### config.mk
export PLATFORM = sky130hd
export DESIGN_NAME = channel_frame_loader_flat
export DESIGN_NICKNAME = d
export VERILOG_FILES = /design/src/rtl/channel_frame_loader_if.sv /design/src/rtl/channel_frame_loader.sv /design/src/flat_wrapper.sv
export SDC_FILE = /design/constraint.sdc
export NUM_CORES = 2
export LEC_CHECK = 0
export BUFFER_PORTS_ARGS = -buffer_cell sky130_fd_sc_hd__clkbuf_2
export CAP_MARGIN = 20
export CORE_MARGIN = 5
export CORE_UTILIZATION = 35
export CTS_CLUSTER_SIZE = 16
export DETAILED_ROUTE_END_ITERATION = 10
export GPL_ROUTABILITY_DRIVEN = 0
export PLACE_DENSITY = 0.55
export SLEW_MARGIN = 40
export SYNTH_ARGS = -nofsm -noshare
export SYNTH_HDL_FRONTEND = slang
export SYNTH_SLANG_ARGS = --single-unit
### constraint.sdc
create_clock -name clk -period 3.8 [get_ports clk]
set_clock_uncertainty 0.2 [all_clocks]
set_input_delay 1.14 -clock clk [delete_from_list [all_inputs] [get_ports clk]]
set_output_delay 1.14 -clock clk [all_outputs]
set_load 0.03 [all_outputs]
### src/rtl/channel_frame_loader_if.sv
// Streaming word interface feeding the channel frame loader: one R or Y entry per beat,
// s_last marks the final word of a frame.
interface channel_frame_loader_if #(
    parameter int WL = 15
);
    logic [WL-1:0] s_data;
    logic          s_valid;
    logic          s_last;
    logic          s_ready;

    modport master (output s_data, output s_valid, output s_last, input  s_ready);
    modport slave  (input  s_data, input  s_valid, input  s_last, output s_ready);
endinterface

### src/rtl/channel_frame_loader.sv
// Collects 44-word frames (36 R + 8 Y entries) into a fill buffer and commits them to the
// Detector input registers, with a fixed-latency x_valid qualifier for the Detector output.
module channel_frame_loader #(
    parameter int WL      = 15,
    parameter int DET_LAT = 32
) (
    input  logic                  clk,
    input  logic                  rst,
    channel_frame_loader_if.slave s,
    input  logic                  hold,
    output logic [36*WL-1:0]      Rmat,
    output logic [8*WL-1:0]       Yarr,
    output logic                  load_valid,
    output logic                  x_valid,
    output logic [15:0]           frame_cnt,
    output logic                  frame_err
);

    localparam int         R_WORDS     = 36;
    localparam int         FRAME_WORDS = 44;
    localparam logic [5:0] LAST_IDX    = 6'd43;

    typedef enum logic {FILL, PEND} state_t;

    state_t state_q, state_d;

    logic                      ready;
    logic                      commit;
    logic                      accept;
    logic                      at_last_idx;
    logic                      frame_ok;
    logic                      frame_bad;

    logic [5:0]                wcnt_q, wcnt_d;
    logic [FRAME_WORDS*WL-1:0] fill_q, fill_d;
    logic [R_WORDS*WL-1:0]     rmat_q, rmat_d;
    logic [8*WL-1:0]           yarr_q, yarr_d;
    logic [15:0]               cnt_q, cnt_d;
    logic                      lv_q, lv_d;
    logic                      err_q, err_d;
    logic [DET_LAT-1:0]        xsr_q, xsr_d;

    assign accept      = s.s_valid && ready;
    assign at_last_idx = (wcnt_q == LAST_IDX);
    assign frame_ok    = accept && at_last_idx && s.s_last;
    // A frame is malformed whenever s_last disagrees with "this is word 43".
    assign frame_bad   = accept && (s.s_last != at_last_idx);

    // NOTE: sequential state uses non-blocking (<=) so every flop samples pre-edge values.
    always_ff @(posedge clk) begin
        if (rst) state_q <= FILL;
        else     state_q <= state_d;
    end

    // NOTE: each always_comb assigns a default first so no path can infer a latch.
    always_comb begin
        state_d = state_q;
        case (state_q)
            FILL:    if (frame_ok) state_d = PEND;
            PEND:    if (!hold)    state_d = FILL;
            default:               state_d = FILL;
        endcase
    end

    always_comb begin
        ready  = (state_q == FILL);
        commit = (state_q == PEND) && !hold;
    end

    assign s.s_ready = ready;

    always_comb begin
        wcnt_d = wcnt_q;
        fill_d = fill_q;
        rmat_d = rmat_q;
        yarr_d = yarr_q;
        cnt_d  = cnt_q;
        lv_d   = commit;
        err_d  = frame_bad;
        xsr_d  = xsr_q;

        if (accept) begin
            fill_d[wcnt_q*WL +: WL] = s.s_data;
            wcnt_d = (frame_bad || at_last_idx) ? 6'd0 : wcnt_q + 6'd1;
        end

        if (commit) begin
            rmat_d = fill_q[R_WORDS*WL-1:0];
            yarr_d = fill_q[FRAME_WORDS*WL-1:R_WORDS*WL];
            cnt_d  = cnt_q + 16'd1;
            wcnt_d = 6'd0;
        end

        // Detector latency model: only load_valid feeds it, never hold or s_valid.
        xsr_d[0] = lv_q;
        for (int i = 1; i < DET_LAT; i++) xsr_d[i] = xsr_q[i-1];
    end

    // NOTE: the fill buffer is reset with everything else so no word of a lost frame survives reset.
    always_ff @(posedge clk) begin
        if (rst) begin
            wcnt_q <= '0;
            fill_q <= '0;
            rmat_q <= '0;
            yarr_q <= '0;
            cnt_q  <= '0;
            lv_q   <= 1'b0;
            err_q  <= 1'b0;
            xsr_q  <= '0;
        end else begin
            wcnt_q <= wcnt_d;
            fill_q <= fill_d;
            rmat_q <= rmat_d;
            yarr_q <= yarr_d;
            cnt_q  <= cnt_d;
            lv_q   <= lv_d;
            err_q  <= err_d;
            xsr_q  <= xsr_d;
        end
    end

    assign Rmat       = rmat_q;
    assign Yarr       = yarr_q;
    assign load_valid = lv_q;
    assign x_valid    = xsr_q[DET_LAT-1];
    assign frame_cnt  = cnt_q;
    assign frame_err  = err_q;

endmodule

### src/flat_wrapper.sv
// flat-port wrapper written by rule: the top's interface ports become plain ports
module channel_frame_loader_flat 
#(
    parameter int WL      = 15,
    parameter int DET_LAT = 32
)
  (clk, rst, hold, Rmat, Yarr, load_valid, x_valid, frame_cnt, frame_err, s_s_data, s_s_valid, s_s_last, s_s_ready);
  channel_frame_loader_if #(.WL(WL)) s_i ();
  input  logic clk;
  input  logic rst;
  input  logic hold;
  output logic [36*WL-1:0] Rmat;
  output logic [8*WL-1:0] Yarr;
  output logic load_valid;
  output logic x_valid;
  output logic [15:0] frame_cnt;
  output logic frame_err;
  input wire logic [$bits(s_i.s_data)-1:0] s_s_data;
  input wire logic [$bits(s_i.s_valid)-1:0] s_s_valid;
  input wire logic [$bits(s_i.s_last)-1:0] s_s_last;
  output wire logic [$bits(s_i.s_ready)-1:0] s_s_ready;
  assign s_i.s_data = s_s_data;
  assign s_i.s_valid = s_s_valid;
  assign s_i.s_last = s_s_last;
  assign s_s_ready = s_i.s_ready;
  channel_frame_loader #(.WL(WL), .DET_LAT(DET_LAT)) u_core (.clk(clk), .rst(rst), .s(s_i), .hold(hold), .Rmat(Rmat), .Yarr(Yarr), .load_valid(load_valid), .x_valid(x_valid), .frame_cnt(frame_cnt), .frame_err(frame_err));
endmodule
# Word level (Yosys, flattened, before mapping)
# Cells that the tools add are included.
op_classes:
  addsub: 3
  n_shift: 2
  reduce_logical: 8
  order_cmp: 0
  mux: 5
  mul: 1
  n_eq_ne: 2
  n_div: 0
  bitwise_logic: 1
op_table:
  columns: ["operator", "n"]
  rows:
  - ["660-bit bitwise mux", 1]
  - ["15-bit by 34-bit variable shift with 660-bit output, first input constant", 1]
  - ["15-bit by 34-bit variable part select with 660-bit output", 1]
  - ["10-bit negation with 34-bit output", 1]
  - ["16-bit by 1-bit adder with 16-bit output, second input constant", 1]
  - ["6-bit by 4-bit multiplier with 10-bit output, second input constant", 1]
  - ["6-bit by 1-bit adder with 6-bit output, second input constant", 1]
  - ["6-bit equality test, second input constant", 1]
  - ["6-bit two-way mux", 1]
  - ["1-bit logical AND", 5]
  - ["1-bit two-way mux", 2]
  - ["1-bit one-hot mux with 2 select lines", 1]
  - ["2-bit OR reduction", 1]
  - ["1-bit zero test", 1]
  - ["1-bit logical OR", 1]
  - ["1-bit != test", 1]
  - ["1-bit inverter", 1]
totals:
  rom_bits: 0
  ramBits: 0
  out_inout_bits: 680
  memories: 0
  register_bits: 1377
  latchBits: 0
  inputBits: 20

# Longest topological paths before layout
logic_depth:
  word_depth: 6
  ltp_mapped: 11
  mapped_depth_nobuf: 7

# Worst setup path after synthesis
# Ideal clock, no wire load.
synth_timing:
  path_type: "reg-to-reg"
  from: "register u_core.wcnt_q[0]"
  to: "register u_core.fill_q[560]"
  arrival_time_ps: 2897
  synth_period_minus_slack_ps: 3168
  slack_ps: 632
  path_stages_with_launch: 11
  cell_sequence: "dfxtp_1 buf_2 inv_1 ha_1 nor3b_2 xnor2_1 clkbuf_1 o21ai_1 nor3_2 buf_4 mux2i_1"
synth_via:
  elab_chain_cells: 4
  elab_cells_between_ends: 5
  classes_between: "add/sub: 1; mul: 1; shift: 2; mux: 1"
synth_rtl:
  columns: ["item", "line", "text"]
  rows:
  - ["start, declared", "channel_frame_loader.sv:34", "logic [5:0] wcnt_q, wcnt_d;"]
  - ["start signal, assigned", "channel_frame_loader.sv:111", "wcnt_q <= wcnt_d;"]
  - ["6-bit by 4-bit multiplier with 10-bit output (*)", "channel_frame_loader.sv:83", "fill_d[wcnt_q*WL +: WL] = s.s_data;"]
  - ["10-bit negation with 34-bit output (*)", "channel_frame_loader.sv:83", null]
  - ["15-bit by 34-bit variable part select with 660-bit output / 15-bit by 34-bit variable shift with 660-bit output (equally long branches)", "channel_frame_loader.sv:83", null]
  - ["660-bit bitwise mux (*)", "channel_frame_loader.sv:83", null]
  - ["end signal, assigned", "channel_frame_loader.sv:112", "fill_q <= fill_d;"]
  - ["end, declared", "channel_frame_loader.sv:35", "logic [FRAME_WORDS*WL-1:0] fill_q, fill_d;"]
# Mark *: on every way between the ends. The rest lies on a longest branch, timed or not.
# A chain may end at the register's enable or synchronous reset.

# Final worst setup path
layout_timing:
  from: "register u_core.wcnt_q[1]"
  to: "register u_core.fill_q[481]"
# The elaborated chain is that of the path after synthesis.

==> impl_metrics.json <==
{
  "run_status": "finished clean",
  "critPathMaxFanout": 15,
  "post_synthesis_xor_xnor_area_fraction_pct": 0.3742,
  "class_of_the_most_critical_setup_path": "register to register",
  "grt.total_usage_pct": 22.08,
  "core_area_mm2": 0.1395,
  "synth-async-reset-ratio_pct": 0,
  "dieArea_mm2": 0.1480,
  "die-width_um": 384.7,
  "clkSinkCount": 1377,
  "critical_path_cell_list": "inv_1, ha_1, nor4b_1, o31ai_2, or3_2, mux2i_1",
  "firstDrtPassIters": 7,
  "setup_repair_after_global_routing_missed_its_margin": "false",
  "htree_num_levels": 4,
  "detail_route.vias_per_cell": 4.923,
  "drt_total_wl_um": 169600,
  "share_comb_of_total_power_pct": 2.7,
  "post_synth_and_or_nand_nor_area_fraction_pct": 19.81,
  "synth.area.mux_share_pct": 9.470,
  "fin_nets": 5900,
  "cellInternalPower_mw": 23.69,
  "worstPathArrival_ns": 3.66,
  "worst_path_required_time_ns": 4.24,
  "post_detailed_route_drc_marker_count": 0,
  "grt_pass1_wl_um": 246700,
  "highest_clock_frequency_the_design_can_meet_mhz": 311.1,
  "initial_drt_markers": 2636,
  "post_synth_most_frequent_cells": "1431 x sky130_fd_sc_hd__nand2_1, 1377 x sky130_fd_sc_hd__dfxtp_1, 687 x sky130_fd_sc_hd__a21oi_1",
  "overflow": 0,
  "post_synthesis_area_per_instance_um2": 9.253,
  "power.static_leakage_nw": 23.35,
  "synth-seq-area-share_pct": 56.08,
  "vias": 38730,
  "post-cts-setup-buffers": 0,
  "die_h_um": 384.7,
  "post_cts.resized_instances": 0,
  "synth_fp_nets": 5339,
  "ys_top_cells_by_area": "sky130_fd_sc_hd__dfxtp_1 56%, sky130_fd_sc_hd__nand2_1 11%, sky130_fd_sc_hd__mux2i_1 9.5%, sky130_fd_sc_hd__a21oi_1 7.0%, sky130_fd_sc_hd__nand2b_1 6.0%",
  "antenna_violating_nets_post_route": 0,
  "largest_family_of_logic_cells_by_synthesized_area": "simple AND/OR/NAND/NOR gates",
  "hold_class": "register to register",
  "cts.reportedPaths.clkPinSlew_ns": 0.07,
  "worstMarginPinSlew_ns": 0.8518,
  "tns_ns": 0,
  "first_global_vias": 37140,
  "ys.flop_type": "sky130_fd_sc_hd__dfxtp_1",
  "synth-edff-count": 0,
  "layout-drive-gt1-share_pct": 18.61,
  "worstSetupStartpointType": "register",
  "setup_violations": 0,
  "std_cell_rows": 137,
  "power.switching_mw": 6.782,
  "max_cap_violations": 0,
  "yosysTopAreaCell": "sky130_fd_sc_hd__dfxtp_1",
  "netSwitchingFraction_pct": 22.25,
  "power.clock.fraction_pct": 49.9,
  "cp_bufs_invs": 1,
  "hold_violations": 0,
  "antenna_found_initial": 8,
  "io-pin-count": 700,
  "yosys.area_share.adder_pct": 0.1782,
  "power_per_cell_area_mw_per_mm2": 507.8,
  "compound_cell_area_share_of_the_yosys_netlist_pct": 10.57,
  "route.detailed.wl_per_inst_um": 21.56,
  "clockRootBuffer": "sky130_fd_sc_hd__clkbuf_16",
  "area_growth_pct": 22.11,
  "final_count_of_pins_violating_max_slew": 0,
  "cts_tree": "yes",
  "timing.critical_path.max_delay_family": "simple AND/OR/NAND/NOR gates",
  "syn-instance-count": 5312,
  "critical-path-max-stage-delay_ns": 0.81,
  "critical-path-slowest-cell": "sky130_fd_sc_hd__or3_2",
  "yosys.cell_count.top_type": "sky130_fd_sc_hd__nand2_1",
  "timing.final.crit_period_ns": 3.215,
  "seq_power_share_pct": 47.5,
  "synthDominantCellAreaShare_pct": 56.08,
  "endpoint_kind": "register",
  "slew-limit-headroom_pct": 43.21,
  "ys_seq_elements": 1377,
  "number_of_buffers_added_by_the_clock_tree_synthesis_step": 151,
  "insertion_delay_ns": 0.79,
  "synth_cell_types": 50,
  "clockBufferDepth": 3,
  "ir_drop_v": 0.0002918,
  "count_of_hold_buffers_inserted_by_post_cts_repair": 0,
  "grt_start_max_net_pins": 163,
  "syn_area_mm2": 0.04915,
  "period_share_pct": 84.59,
  "ys.warnings.count": 0,
  "initial_utilization_pct": 35.23,
  "port_buffers": 699,
  "hold-worst-slack_ns": 0.2218,
  "dpl.hpwl_um": 114900
}
## registers in the layout (all words and copies together), names as in the netlist
name	count
u_core.wcnt_q	6
u_core.frame_err	1
u_core.Rmat	540
u_core.Yarr	120
u_core.fill_q	660
u_core.load_valid	1
u_core.xsr_q	32
u_core.state_q	1
u_core.frame_cnt	16
## path summary, 6_finish.rpt
check | from | to | slack [ns] | cells past startpoint
worst max register to register | u_core.wcnt_q[1]$_SDFFE_PP0P_ | u_core.fill_q[481]$_SDFFE_PP0P_ | 0.59 | 6
worst min register to register | u_core.xsr_q[12]$_SDFF_PP0_ | u_core.xsr_q[13]$_SDFF_PP0_ | 0.22 | 1
worst max-delay path | u_core.wcnt_q[1]$_SDFFE_PP0P_ | u_core.fill_q[481]$_SDFFE_PP0P_ | 0.59 | 6
worst min-delay path | u_core.xsr_q[12]$_SDFF_PP0_ | u_core.xsr_q[13]$_SDFF_PP0_ | 0.22 | 1
## metal layers
metal  up-vias  global-route usage, %  share of wire, %
li1      18670                      -                 -
met1     18770                  30.17                46
met2      1087                  34.70                45
met3       201                  5.848               7.3
met4         2                  5.756               2.2
met5         -                      0            0.0041
## cell usage in the layout (no fill, tap or decap), types with 14 or more instances in the layout
| master | n |
|---|---|
| sky130_fd_sc_hd__nand2_1 | 1431 |
| sky130_fd_sc_hd__dfxtp_1 | 1377 |
| sky130_fd_sc_hd__clkbuf_2 | 696 |
| sky130_fd_sc_hd__a21oi_1 | 687 |
| sky130_fd_sc_hd__nand2b_1 | 468 |
| sky130_fd_sc_hd__mux2i_1 | 465 |
| sky130_fd_sc_hd__a22o_1 | 180 |
| sky130_fd_sc_hd__clkbuf_16 | 155 |
| sky130_fd_sc_hd__buf_4 | 106 |
| sky130_fd_sc_hd__nor2_1 | 50 |
| sky130_fd_sc_hd__nor2b_1 | 35 |
| sky130_fd_sc_hd__clkbuf_1 | 32 |
| sky130_fd_sc_hd__and2_1 | 31 |
| sky130_fd_sc_hd__nand3b_1 | 31 |
| sky130_fd_sc_hd__clkbuf_8 | 31 |
| sky130_fd_sc_hd__clkinv_2 | 24 |
| sky130_fd_sc_hd__buf_12 | 23 |
| sky130_fd_sc_hd__nor3_4 | 16 |
| sky130_fd_sc_hd__xor2_1 | 14 |
## final cells by class
cell class	count	area, µm²
Antenna cell	1	2.502
Clock buffer	218	4425
Clock inverter	53	742.0
Fill cell	13900	79510
Inverter	7	26.28
Multi-Input combinational cell	3507	20110
Sequential cell	1377	27570
Tap cell	1876	2347
Timing Repair Buffer	829	4797
## metrics by stage
step	area (µm²)	total power [mW]	utilization, %	cells	setup WS (ns)
4_1_cts	59980	30.84	42.99	7866	0.5920
5_1_grt	60020	31.48	43.01	7867	0.3971
3_3_place_gp	54780	15.60	39.26	7595	0.2139
6_report	60020	30.47	43.01	7868	0.5854
3_5_place_dp	54810	15.61	39.28	7595	0.2730
2_1_floorplan	49150	15.23	-	5312	0.6317
## worst reg2reg max path, stage by stage (launching register included)
cell,delay [ns]
sky130_fd_sc_hd__dfxtp_1,0.33
sky130_fd_sc_hd__inv_1,0.10
sky130_fd_sc_hd__ha_1,0.42
sky130_fd_sc_hd__nor4b_1,0.67
sky130_fd_sc_hd__o31ai_2,0.34
sky130_fd_sc_hd__or3_2,0.81
sky130_fd_sc_hd__mux2i_1,0.22
## logic make-up (layout without fill, tap and decap cells)
group / count (synthesis) / after routing
AOI/OAI and AO/OA: 888 / 888
xor gates and xnor gates: 21 / 21
adders and majority gates: 7 / 7
buffers and inverters: 428 / 1107
DFF: 1377 / 1377
muxes: 465 / 465
other: 0 / 1
and+or+nand+nor: 2126 / 2126
## power by group through the flow
stage	clock (mW)	combinational [mW]	sequential, mW
finish	15.2	0.821	14.5
global route	16.2	0.870	14.5
CTS	15.6	0.828	14.5
detailed placement	0	0.826	14.8
global placement	0	0.821	14.8
floorplan	0	0.451	14.8
Power figures use the tool's default switching activity.
